==> config.mk <==
export PLATFORM = sky130hd
export DESIGN_NAME = clock_display_driver
export DESIGN_NICKNAME = d
export VERILOG_FILES = /design/src/rtl/clock_display_pkg.sv /design/src/rtl/seg7_encoder.sv /design/src/rtl/clock_display_driver.sv
export SDC_FILE = /design/constraint.sdc
export NUM_CORES = 1
export LEC_CHECK = 0
export CAP_MARGIN = 20
export CORE_MARGIN = 2
export CORE_UTILIZATION = 50
export CTS_CLUSTER_DIAMETER = 60
export DETAILED_ROUTE_END_ITERATION = 7
export PLACE_DENSITY = 0.7
export RECOVER_POWER = 50
export SYNTH_ARGS = -nofsm -noshare
export SYNTH_HDL_FRONTEND = slang
export SYNTH_SLANG_ARGS = --single-unit
==> constraint.sdc <==
create_clock -name clk_100MHz_i -period 5.8 [get_ports clk_100MHz_i]
set_input_delay 1.16 -clock clk_100MHz_i [delete_from_list [all_inputs] [get_ports clk_100MHz_i]]
set_output_delay 1.16 -clock clk_100MHz_i [all_outputs]
set_load 0.05 [all_outputs]
==> src/rtl/clock_display_pkg.sv <==
// Shared types and constants for the HH.MM.SS multiplexed 7-segment display driver.
// Segment codes are active-low, bit order {dp,g,f,e,d,c,b,a}.
package clock_display_pkg;

  typedef enum logic [1:0] {
    FIELD_SEC  = 2'd0,
    FIELD_MIN  = 2'd1,
    FIELD_HOUR = 2'd2,
    FIELD_NONE = 2'd3
  } field_t;

  typedef struct packed {
    logic [3:0] tens;
    logic [3:0] ones;
  } bcd_t;

  localparam int         NUM_DIGITS = 8;
  localparam logic [7:0] SEG_BLANK  = 8'hFF;
  localparam logic [7:0] SEG_DIGIT [0:9] = '{
    8'hC0, 8'hF9, 8'hA4, 8'hB0, 8'h99,
    8'h92, 8'h82, 8'hF8, 8'h80, 8'h90
  };

  // Values above 59 are passed through unclamped, so 63 becomes tens=6, ones=3.
  function automatic bcd_t to_bcd(input logic [5:0] v);
    bcd_t r;
    r.tens = 4'(v / 6'd10);
    r.ones = 4'(v % 6'd10);
    return r;
  endfunction

endpackage

==> src/rtl/seg7_encoder.sv <==
// Combinational BCD to active-low 7-segment encoder with blanking and decimal point.
// Blanking only darkens segments a-g; the dp request is honoured independently.
module seg7_encoder
  import clock_display_pkg::*;
(
  input  logic [3:0] bcd,
  input  logic       blank,
  input  logic       dp,
  output logic [7:0] cathodes
);

  logic [7:0] code;
  logic [6:0] seg;

  always_comb begin
    code = SEG_BLANK;
    if (bcd <= 4'd9) code = SEG_DIGIT[bcd];
    seg = blank ? SEG_BLANK[6:0] : code[6:0];
    cathodes = {~dp, seg};
  end

endmodule

==> src/rtl/clock_display_driver.sv <==
// Scans HH.MM.SS across the low six digits of an 8-digit multiplexed display,
// snapshotting the time once per frame and blinking the field under edit.
module clock_display_driver
  import clock_display_pkg::*;
#(
  parameter int REFRESH_DIV = 100000,
  parameter int BLINK_DIV   = 50000000
) (
  input  logic       clk_100MHz_i,
  input  logic       reset_i,
  input  logic [5:0] seconds_i,
  input  logic [5:0] minutes_i,
  input  logic [4:0] hours_i,
  input  logic       edit_i,
  input  logic [1:0] edit_field_i,
  output logic [7:0] an_o,
  output logic [7:0] dec_cathodes_o
);

  localparam int REF_W = (REFRESH_DIV > 2) ? $clog2(REFRESH_DIV) : 1;
  localparam int BLK_W = (BLINK_DIV > 2) ? $clog2(BLINK_DIV) : 1;
  localparam int IDX_W = $clog2(NUM_DIGITS);
  localparam logic [REF_W-1:0] REF_LAST = REF_W'(REFRESH_DIV - 1);
  localparam logic [BLK_W-1:0] BLK_LAST = BLK_W'(BLINK_DIV - 1);

  logic [REF_W-1:0] refresh_cnt;
  logic             tick;
  // slot_idx is the digit that the next tick puts on the display.
  logic [IDX_W-1:0] slot_idx;
  logic             frame_start;

  logic [5:0] snap_sec;
  logic [5:0] snap_min;
  logic [4:0] snap_hour;

  logic [BLK_W-1:0] blink_cnt;
  logic [BLK_W-1:0] blink_cnt_nxt;
  logic             blink_phase;
  logic             blink_phase_nxt;
  field_t           field_q;
  field_t           field_cur;

  logic [5:0] sec_v;
  logic [5:0] min_v;
  logic [4:0] hour_v;
  bcd_t       sec_bcd;
  bcd_t       min_bcd;
  bcd_t       hour_bcd;

  logic [3:0] digit_bcd;
  field_t     digit_field;
  logic       digit_on;
  logic       digit_dp;
  logic       digit_blank;
  logic [7:0] enc_cathodes;
  logic [7:0] an_nxt;
  logic [7:0] cath_nxt;

  assign tick        = (refresh_cnt == REF_LAST);
  assign frame_start = tick && (slot_idx == '0);
  assign field_cur   = field_t'(edit_field_i);

  // Blink phase: restart visible on edit exit or any field change.
  always_comb begin
    blink_cnt_nxt   = blink_cnt + 1'b1;
    blink_phase_nxt = blink_phase;
    if (!edit_i || (field_cur != field_q)) begin
      blink_cnt_nxt   = '0;
      blink_phase_nxt = 1'b1;
    end else if (blink_cnt == BLK_LAST) begin
      blink_cnt_nxt   = '0;
      blink_phase_nxt = ~blink_phase;
    end
  end

  // Digit 0 of a frame reads the live inputs, the rest read the snapshot.
  always_comb begin
    sec_v    = frame_start ? seconds_i : snap_sec;
    min_v    = frame_start ? minutes_i : snap_min;
    hour_v   = frame_start ? hours_i   : snap_hour;
    sec_bcd  = to_bcd(sec_v);
    min_bcd  = to_bcd(min_v);
    hour_bcd = to_bcd({1'b0, hour_v});
  end

  always_comb begin
    digit_bcd   = 4'd0;
    digit_field = FIELD_NONE;
    digit_on    = 1'b1;
    digit_dp    = 1'b0;
    case (slot_idx)
      3'd0: begin digit_bcd = sec_bcd.ones;  digit_field = FIELD_SEC;  end
      3'd1: begin digit_bcd = sec_bcd.tens;  digit_field = FIELD_SEC;  end
      3'd2: begin digit_bcd = min_bcd.ones;  digit_field = FIELD_MIN;  digit_dp = 1'b1; end
      3'd3: begin digit_bcd = min_bcd.tens;  digit_field = FIELD_MIN;  end
      3'd4: begin digit_bcd = hour_bcd.ones; digit_field = FIELD_HOUR; digit_dp = 1'b1; end
      3'd5: begin digit_bcd = hour_bcd.tens; digit_field = FIELD_HOUR; end
      default: digit_on = 1'b0;
    endcase
  end

  assign digit_blank = edit_i && (field_cur != FIELD_NONE) && !blink_phase_nxt &&
                       digit_on && (digit_field == field_cur);

  seg7_encoder u_seg7_encoder (
    .bcd      (digit_bcd),
    .blank    (digit_blank),
    .dp       (digit_dp),
    .cathodes (enc_cathodes)
  );

  always_comb begin
    an_nxt   = 8'hFF;
    cath_nxt = SEG_BLANK;
    if (digit_on) begin
      an_nxt   = ~(8'h01 << slot_idx);
      cath_nxt = enc_cathodes;
    end
  end

  // Registered scan state and outputs; outputs update one clock after each tick.
  always_ff @(posedge clk_100MHz_i or negedge reset_i) begin
    if (!reset_i) begin
      refresh_cnt    <= '0;
      slot_idx       <= '0;
      snap_sec       <= '0;
      snap_min       <= '0;
      snap_hour      <= '0;
      blink_cnt      <= '0;
      blink_phase    <= 1'b1;
      field_q        <= FIELD_NONE;
      an_o           <= 8'hFF;
      dec_cathodes_o <= SEG_BLANK;
    end else begin
      refresh_cnt <= tick ? '0 : refresh_cnt + 1'b1;
      blink_cnt   <= blink_cnt_nxt;
      blink_phase <= blink_phase_nxt;
      field_q     <= field_cur;
      if (frame_start) begin
        snap_sec  <= seconds_i;
        snap_min  <= minutes_i;
        snap_hour <= hours_i;
      end
      if (tick) begin
        slot_idx       <= slot_idx + 1'b1;
        an_o           <= an_nxt;
        dec_cathodes_o <= cath_nxt;
      end
    end
  end

endmodule

---- Word-level counts from Yosys, hierarchy flattened ----
Memory sizes are Yosys's and may differ from the RTL's.
Index checks and enable logic that the tools add are counted.
word-level totals
  flip-flop bits (word level) ............. 82
  memory bits (read-only) ................. 128
  memories ................................ 1
operators by class
  add/sub/neg operators ................... 3
  div/mod/pow operators ................... 6
  order comparisons ....................... 2
  equality and inequality tests ........... 10
  shifts and indexed selects .............. 1
  multiplexer cells ....................... 18
  bitwise logic cells ..................... 4
  reductions and logical operators ........ 14
memories
  name             words  width  read ports  clocked after memory_dff  write ports  RTL line            source
  (no name shown)  16     8      1           0                         0            seg7_encoder.sv:17  if (bcd <= 4'd9) code = SEG_DIGIT[bcd];
operators with widths
  operator                                              count
  2-to-1 mux 26 bit                                     2
  2-to-1 mux 7 bit                                      4
  adder 26 x 1 -> 26 bit (second input constant)        1
  equality test 26 bit (second input constant)          1
  case mux 4 bit (6 select lines)                       1
  adder 17 x 1 -> 17 bit (second input constant)        1
  equality test 17 bit (second input constant)          1
  2-to-1 mux 17 bit                                     1
  2-to-1 mux 8 bit                                      2
  divider 6 x 4 -> 6 bit (second input constant)        2
  modulo 6 x 4 -> 6 bit (second input constant)         2
  2-to-1 mux 6 bit                                      2
  inverter 8 bit                                        1
  OR reduction 2 bit                                    4
  left shift 1 x 3 -> 8 bit (first input constant)      1
  divider 5 x 4 -> 6 bit (second input constant)        1
  equality test 3 x 2 -> 1 bit (second input constant)  2
  equality test 3 bit (second input constant)           2
  modulo 5 x 4 -> 6 bit (second input constant)         1
  case mux 2 bit (3 select lines)                       1
  OR reduction 6 bit                                    1
  >= comparator 5 bit (second input constant)           1
  logical AND 1 bit                                     5
  2-to-1 mux 5 bit                                      1
  other kinds (12)                                      17

---- Logic depth before layout (Yosys ltp) ----
  depth in word-level cells ............... 12
  depth in mapped cells ................... 20
  gate-level depth less buffers ........... 19

---- By module ----
From an unflattened synthesis, not the netlist that was laid out.
unflattened totals
  cells, all modules ...................... 572
  area, all modules ....................... 5170.0 µm²
by module, submodules not included
  module                times used  cells each  area an instance (µm²)  sequential area each (µm²)
  clock_display_driver  1           541         4952.2                  2075.7
  seg7_encoder          1           31          217.7                   0.0

---- Least setup slack after synthesis ----
Ideal clock, no wire load.
  path kind ............................... register -> register
  from .................................... register slot_idx[0]
  to ...................................... register dec_cathodes_o[0]
  setup time .............................. 0.081 ns
  arrival time ............................ 4.301 ns
  required time ........................... 5.719 ns
  setup slack ............................. 1.418 ns
  stages on the path, launching flop included .. 20
  period minus slack after synthesis ...... 4.382 ns
  path through ............................ dfrtp_1 -> inv_1 -> ha_1 -> clkbuf_1 -> and3b_1 -> a211oi_1 -> a211o_1 -> a211oi_4 -> inv_1 -> ha_1 -> a21oi_1 -> o221a_1 -> or4_4 -> o21a_1 -> o21ai_0 -> inv_1 -> ha_1 -> o21bai_1 -> o21ai_2 -> o211ai_1
between the ends
  word-level cells in the longest chain between the ends .. 12
  elaborated cells between the ends (all ways) .. 34
RTL lines
  element                                               RTL line                                                source
  start, declared                                       clock_display_driver.sv:29                              logic [IDX_W-1:0] slot_idx;
  start signal, assigned                                clock_display_driver.sv:145                             slot_idx <= slot_idx + 1'b1;
  zero test 3 bit                                       clock_display_driver.sv:60, clock_display_driver.sv:91
  logical AND 1 bit                                     clock_display_driver.sv:60                              assign frame_start = tick && (slot_idx == '0);
  2-to-1 mux 6 bit (tied with other cells)              n/a
  divider 6 x 4 -> 6 bit (tied with other cells)        clock_display_pkg.sv:27                                 r.tens = 4'(v / 6'd10);
  case mux 4 bit (6 select lines)                       clock_display_driver.sv:91                              case (slot_idx)
  inverter 4 -> 5 bit (implied by the code)             seg7_encoder.sv:17
  memory read (16 x 8 bit)                              n/a
  2-to-1 mux 7 bit (implied by the code) (2 in series)  seg7_encoder.sv:17
  2-to-1 mux 7 bit                                      seg7_encoder.sv:17
  2-to-1 mux 7 bit                                      seg7_encoder.sv:18                                      seg = blank ? SEG_BLANK[6:0] : code[6:0];
  2-to-1 mux 8 bit *                                    clock_display_driver.sv:115                             if (digit_on) begin
  end signal, assigned                                  clock_display_driver.sv:147                             dec_cathodes_o <= cath_nxt;
  end, declared                                         clock_display_driver.sv:17                              output logic [7:0] dec_cathodes_o
Mark *: on every way between the ends. The rest lies on a longest branch, timed or not. The select of a mux whose other input is x is not followed.
A chain may end at the register's enable or synchronous reset.

---- Final worst setup path ----
  from .................................... register refresh_cnt[0]
  to ...................................... register dec_cathodes_o[0]
between the ends
  word-level cells in the longest chain between the ends .. 12
  elaborated cells between the ends (all ways) .. 20
RTL lines
  element                                               RTL line                     source
  start, declared                                       clock_display_driver.sv:26   logic [REF_W-1:0] refresh_cnt;
  start signal, assigned                                clock_display_driver.sv:135  refresh_cnt <= tick ? '0 : refresh_cnt + 1'b1;
  equality test 17 bit *                                clock_display_driver.sv:59   assign tick = (refresh_cnt == REF_LAST);
  logical AND 1 bit                                     clock_display_driver.sv:60
  2-to-1 mux 6 bit (tied with other cells)              n/a
  divider 6 x 4 -> 6 bit (tied with other cells)        clock_display_pkg.sv:27
  case mux 4 bit (6 select lines)                       clock_display_driver.sv:91
  inverter 4 -> 5 bit (implied by the code)             seg7_encoder.sv:17
  memory read (16 x 8 bit)                              n/a
  2-to-1 mux 7 bit (implied by the code) (2 in series)  seg7_encoder.sv:17
  2-to-1 mux 7 bit                                      seg7_encoder.sv:17
  2-to-1 mux 7 bit                                      seg7_encoder.sv:18
  2-to-1 mux 8 bit                                      clock_display_driver.sv:115
Marked as above.

==> impl_metrics.py <==
metrics = {
    "min_path": {
        "hp-class": "reg2reg",
        "hold_path_end": "an_o[3]$_DFFE_PN1N_",
        "holdCritStartpoint": "an_o[3]$_DFFE_PN1N_",
        "min_path_cells": 2,
    },
    "place": {
        "preCtsSetupSlack_ns": 0.522,
        "hpwl_um": 7660,
        "post_dp_cell_area_sq_mm": 0.00530,
        "globalplace.congestion": 0.968,
        "placedCellCount": 674,
        "io_buffers": 37,
    },
    "grt": {
        "grt_pass1_wl_um": 18200,
        "antenna_found_initial": 0,
        "grt_overflow": 0,
        "grt.total_usage_pct": 22.2,
        "grt_pass1_vias": 3662,
        "grt_max_degree": 83,
    },
    "power_and_ir_drop": {
        "leakagePower_nw": 2.21,
        "power_density_mw_per_mm2": 189,
        "ir_drop_mv": 0.185,
        "power_mw": 1.04,
    },
    "clock_network": {
        "clockBufferDepth": 2,
        "post_cts_resized": 0,
        "ctsHoldBuffers": 0,
        "cts_max_level": 3,
        "clock-sinks": 82,
        "path_clk_slew_ns": 0.08,
        "clk_latency_ns": 0.36,
        "clock-root-buffer": "clkbuf_8",
        "cts_tree": "yes",
        "cts_setup_buffers": 0,
        "cts-buffers-inserted": 9,
    },
    "cells_and_area": {
        "fin_util_pct": 58.9,
        "syn_to_final_growth_pct": 13.6,
        "finalNonFillerCells": 691,
        "layout-drive-gt1-share_pct": 11.9,
        "nets": 595,
        "fin_area_sq_mm": 0.00547,
        "diodes": 0,
    },
    "setup_path": {
        "critPathLaunchType": "flip-flop",
        "r2r_end": "dec_cathodes_o[0]$_DFFE_PN1N_",
        "endpoint_kind": "flip-flop",
        "max_stage_delay_ns": 0.53,
        "cp_max_fo": 12,
        "worstPathRequired_ns": 6.08,
        "reg2reg_setup_slack_ns": 0.66,
        "cpMostUsedCell": "ha_1",
        "crit_slowest_cell": "and4_1",
        "cpLargestDelayFamily": "compound AO/OA/AOI/OAI gates",
        "worstPathArrival_ns": 5.42,
        "worst-path-buf-inv": 2,
        "crit_chain": "ha_1, and4_1, and4_1, mux2i_1, a211oi_4, inv_1, ha_1, nand4bb_1, nor4_1, a21oi_1, a31o_2, o21a_1, o21ai_0, inv_1, ha_1, o21bai_1, o21ai_2, o211ai_1",
        "rr_startpoint": "refresh_cnt[0]$_DFF_PN0_",
        "critical_path_class": "reg2reg",
        "r2r_cells": 18,
    },
    "sta": {
        "rsz0062_at_grt": "false",
        "period_share_pct": 88.6,
        "whs_ns": 0.488,
        "max_slew_margin_pct": -125,
        "setup_tns_ns": 0,
        "drv_slew": 67,
        "worst_pin_slew_ns": 3.38,
        "final.min_clock_period_ns": 5.14,
        "hold_violations": 0,
        "setup_viol": 0,
        "setup_slack_ns": 0.664,
        "fin_skew_ns": 0.0104,
        "fmax_mhz": 195,
    },
    "routing": {
        "antenna_left": 0,
        "drc": 0,
        "dr.pass1.iters": 5,
        "routed_wl_um": 10700,
        "drt_iter0_drc": 147,
        "vias": 3887,
        "avgViaCountPerCell": 5.63,
        "avgRoutedWirePerCell_um": 15.5,
    },
    "synth": {
        "synth_edf_count": 0,
        "syn_area_sq_mm": 0.00481,
        "synthArstFlopShare_pct": 100,
        "synth_cell_types": 71,
        "yosys_warnings": 0,
        "synth_seq_cells": 82,
        "syn_avg_cell_area_sq_um": 9.22,
        "syn_inst": 522,
        "ys_seq_area_share_pct": 43.1,
        "synth_ff_type": "dfrtp_1",
        "syn_nets": 560,
    },
    "floorplanning": {
        "start_util_pct": 51.8,
        "die_h_um": 102,
        "die_x_um": 102,
        "num_rows": 35,
        "dieArea_sq_mm": 0.0104,
        "io_pins": 38,
        "core_area_sq_mm": 0.00928,
    },
    "outcome": {
        "violations": "capacitance limit, slew limit",
        "outcome": "complete, but fails checks",
    },
    "job": {
        "max_cap_viol_count": 1,
    },
}
## synth_stat cells (all sizes together) (4+ instances only)
cell type / instances / area, sq um
clkbuf: 12 / 45.0
or2: 5 / 31.3
a31oi: 4 / 25.0
and3: 5 / 31.3
a211oi: 6 / 57.6
dfstp: 19 / 499
or3: 5 / 31.3
nor3: 9 / 45.0
mux2: 6 / 67.6
nand2b: 5 / 31.3
nand2: 63 / 239
nor4: 6 / 50.0
o221a: 4 / 45.0
dfrtp: 63 / 1580
and2: 6 / 37.5
o2111ai: 5 / 43.8
mux2i: 8 / 80.1
o211ai: 5 / 37.5
nand3: 19 / 95.1
xor2: 17 / 149
xnor2: 24 / 210
o21ai: 23 / 123
a21oi: 25 / 125
nor2: 73 / 277
nand4: 10 / 62.6
ha: 16 / 200
nor2b: 4 / 25.0
and4: 4 / 35.0
inv: 18 / 67.6
buf: 7 / 38.8
## per-layer routing
layer | routed length [um] | global-route usage [%]
met5 | 0 | 0
met4 | 141 | 6.67
met3 | 452 | 4.86
met2 | 4890 | 33.8
met1 | 5220 | 32.1
## registers in the layout, indices dropped and copies added, names as in the netlist
name,flops
blink_phase,1
snap_sec,6
refresh_cnt,17
slot_idx,3
blink_cnt,26
field_q,2
snap_hour,5
an_o,8
snap_min,6
dec_cathodes_o,8
## layout by cell type, fill, tap and decap left out, types with 5 or more instances in the layout
master and count:
and3_1 5, xor2_1 17, a211oi_1 5, and2_1 6, mux2_2 5, mux2i_1 8, dfstp_2 19, clkdlybuf4s50_1 34
nand2_1 62, nand2b_1 5, xnor2_1 24, nor3_1 9, o21ai_0 20, inv_1 18, clkbuf_8 10, nand4_1 10
o211ai_1 5, nor2_1 72, or2_2 5, buf_4 5, a21oi_1 25, nand3_1 19, o2111ai_1 5, dfrtp_1 63
ha_1 16, or3_1 5
## where the power goes
part	switching, mW	leakage (nW)	internal, mW	total (mW)
combinational	0.0494	1.13	0.0335	0.0828
clock	0.209	0.0851	0.165	0.374
sequential	0.00236	1.00	0.576	0.578
## layout make-up
type                       instances  area [sq um]
clock buffer                      11           141
clock inverter                     5          30.0
fill                             852          3820
inverter                          20          75.1
multi-input combinational        401          2580
sequential                        82          2080
tap                              129           161
timing repair buffer              43           405
## worst max path at each step
stage                                        start                             to  slack (ns)  depth (start not counted)
final                     refresh_cnt[0]$_DFF_PN0_  dec_cathodes_o[0]$_DFFE_PN1N_        0.66                         18
after global routing      refresh_cnt[0]$_DFF_PN0_  dec_cathodes_o[3]$_DFFE_PN1N_        0.16                         18
after CTS                 refresh_cnt[0]$_DFF_PN0_  dec_cathodes_o[3]$_DFFE_PN1N_        0.70                         18
after detailed placement              seconds_i[4]  dec_cathodes_o[3]$_DFFE_PN1N_        0.52                         16
after global placement                seconds_i[4]  dec_cathodes_o[3]$_DFFE_PN1N_        0.69                         16
after floorplan            slot_idx[0]$_DFFE_PN0N_  dec_cathodes_o[0]$_DFFE_PN1N_        1.42                         19
## worst register-to-register path, delay by kind of cell (launching register included)
kind | cells | cell delay (ns)
compound gates | 8 | 1.88
fa+ha+maj | 3 | 0.84
buf+inv | 2 | 0.33
flops | 1 | 0.40
mux | 1 | 0.20
simple gates | 4 | 1.41
## kinds of logic after synthesis
group	count (synthesis)	synth area share, %
muxes	15	3.54
DFF	82	43.1
adders and majority gates	16	4.16
and+or+nand+nor	226	23.2
buffers and inverters	39	3.30
AOI/OAI and AO/OA	103	15.2
xor gates and xnor gates	41	7.46
Note: power is estimated with default switching activity, not from simulation.
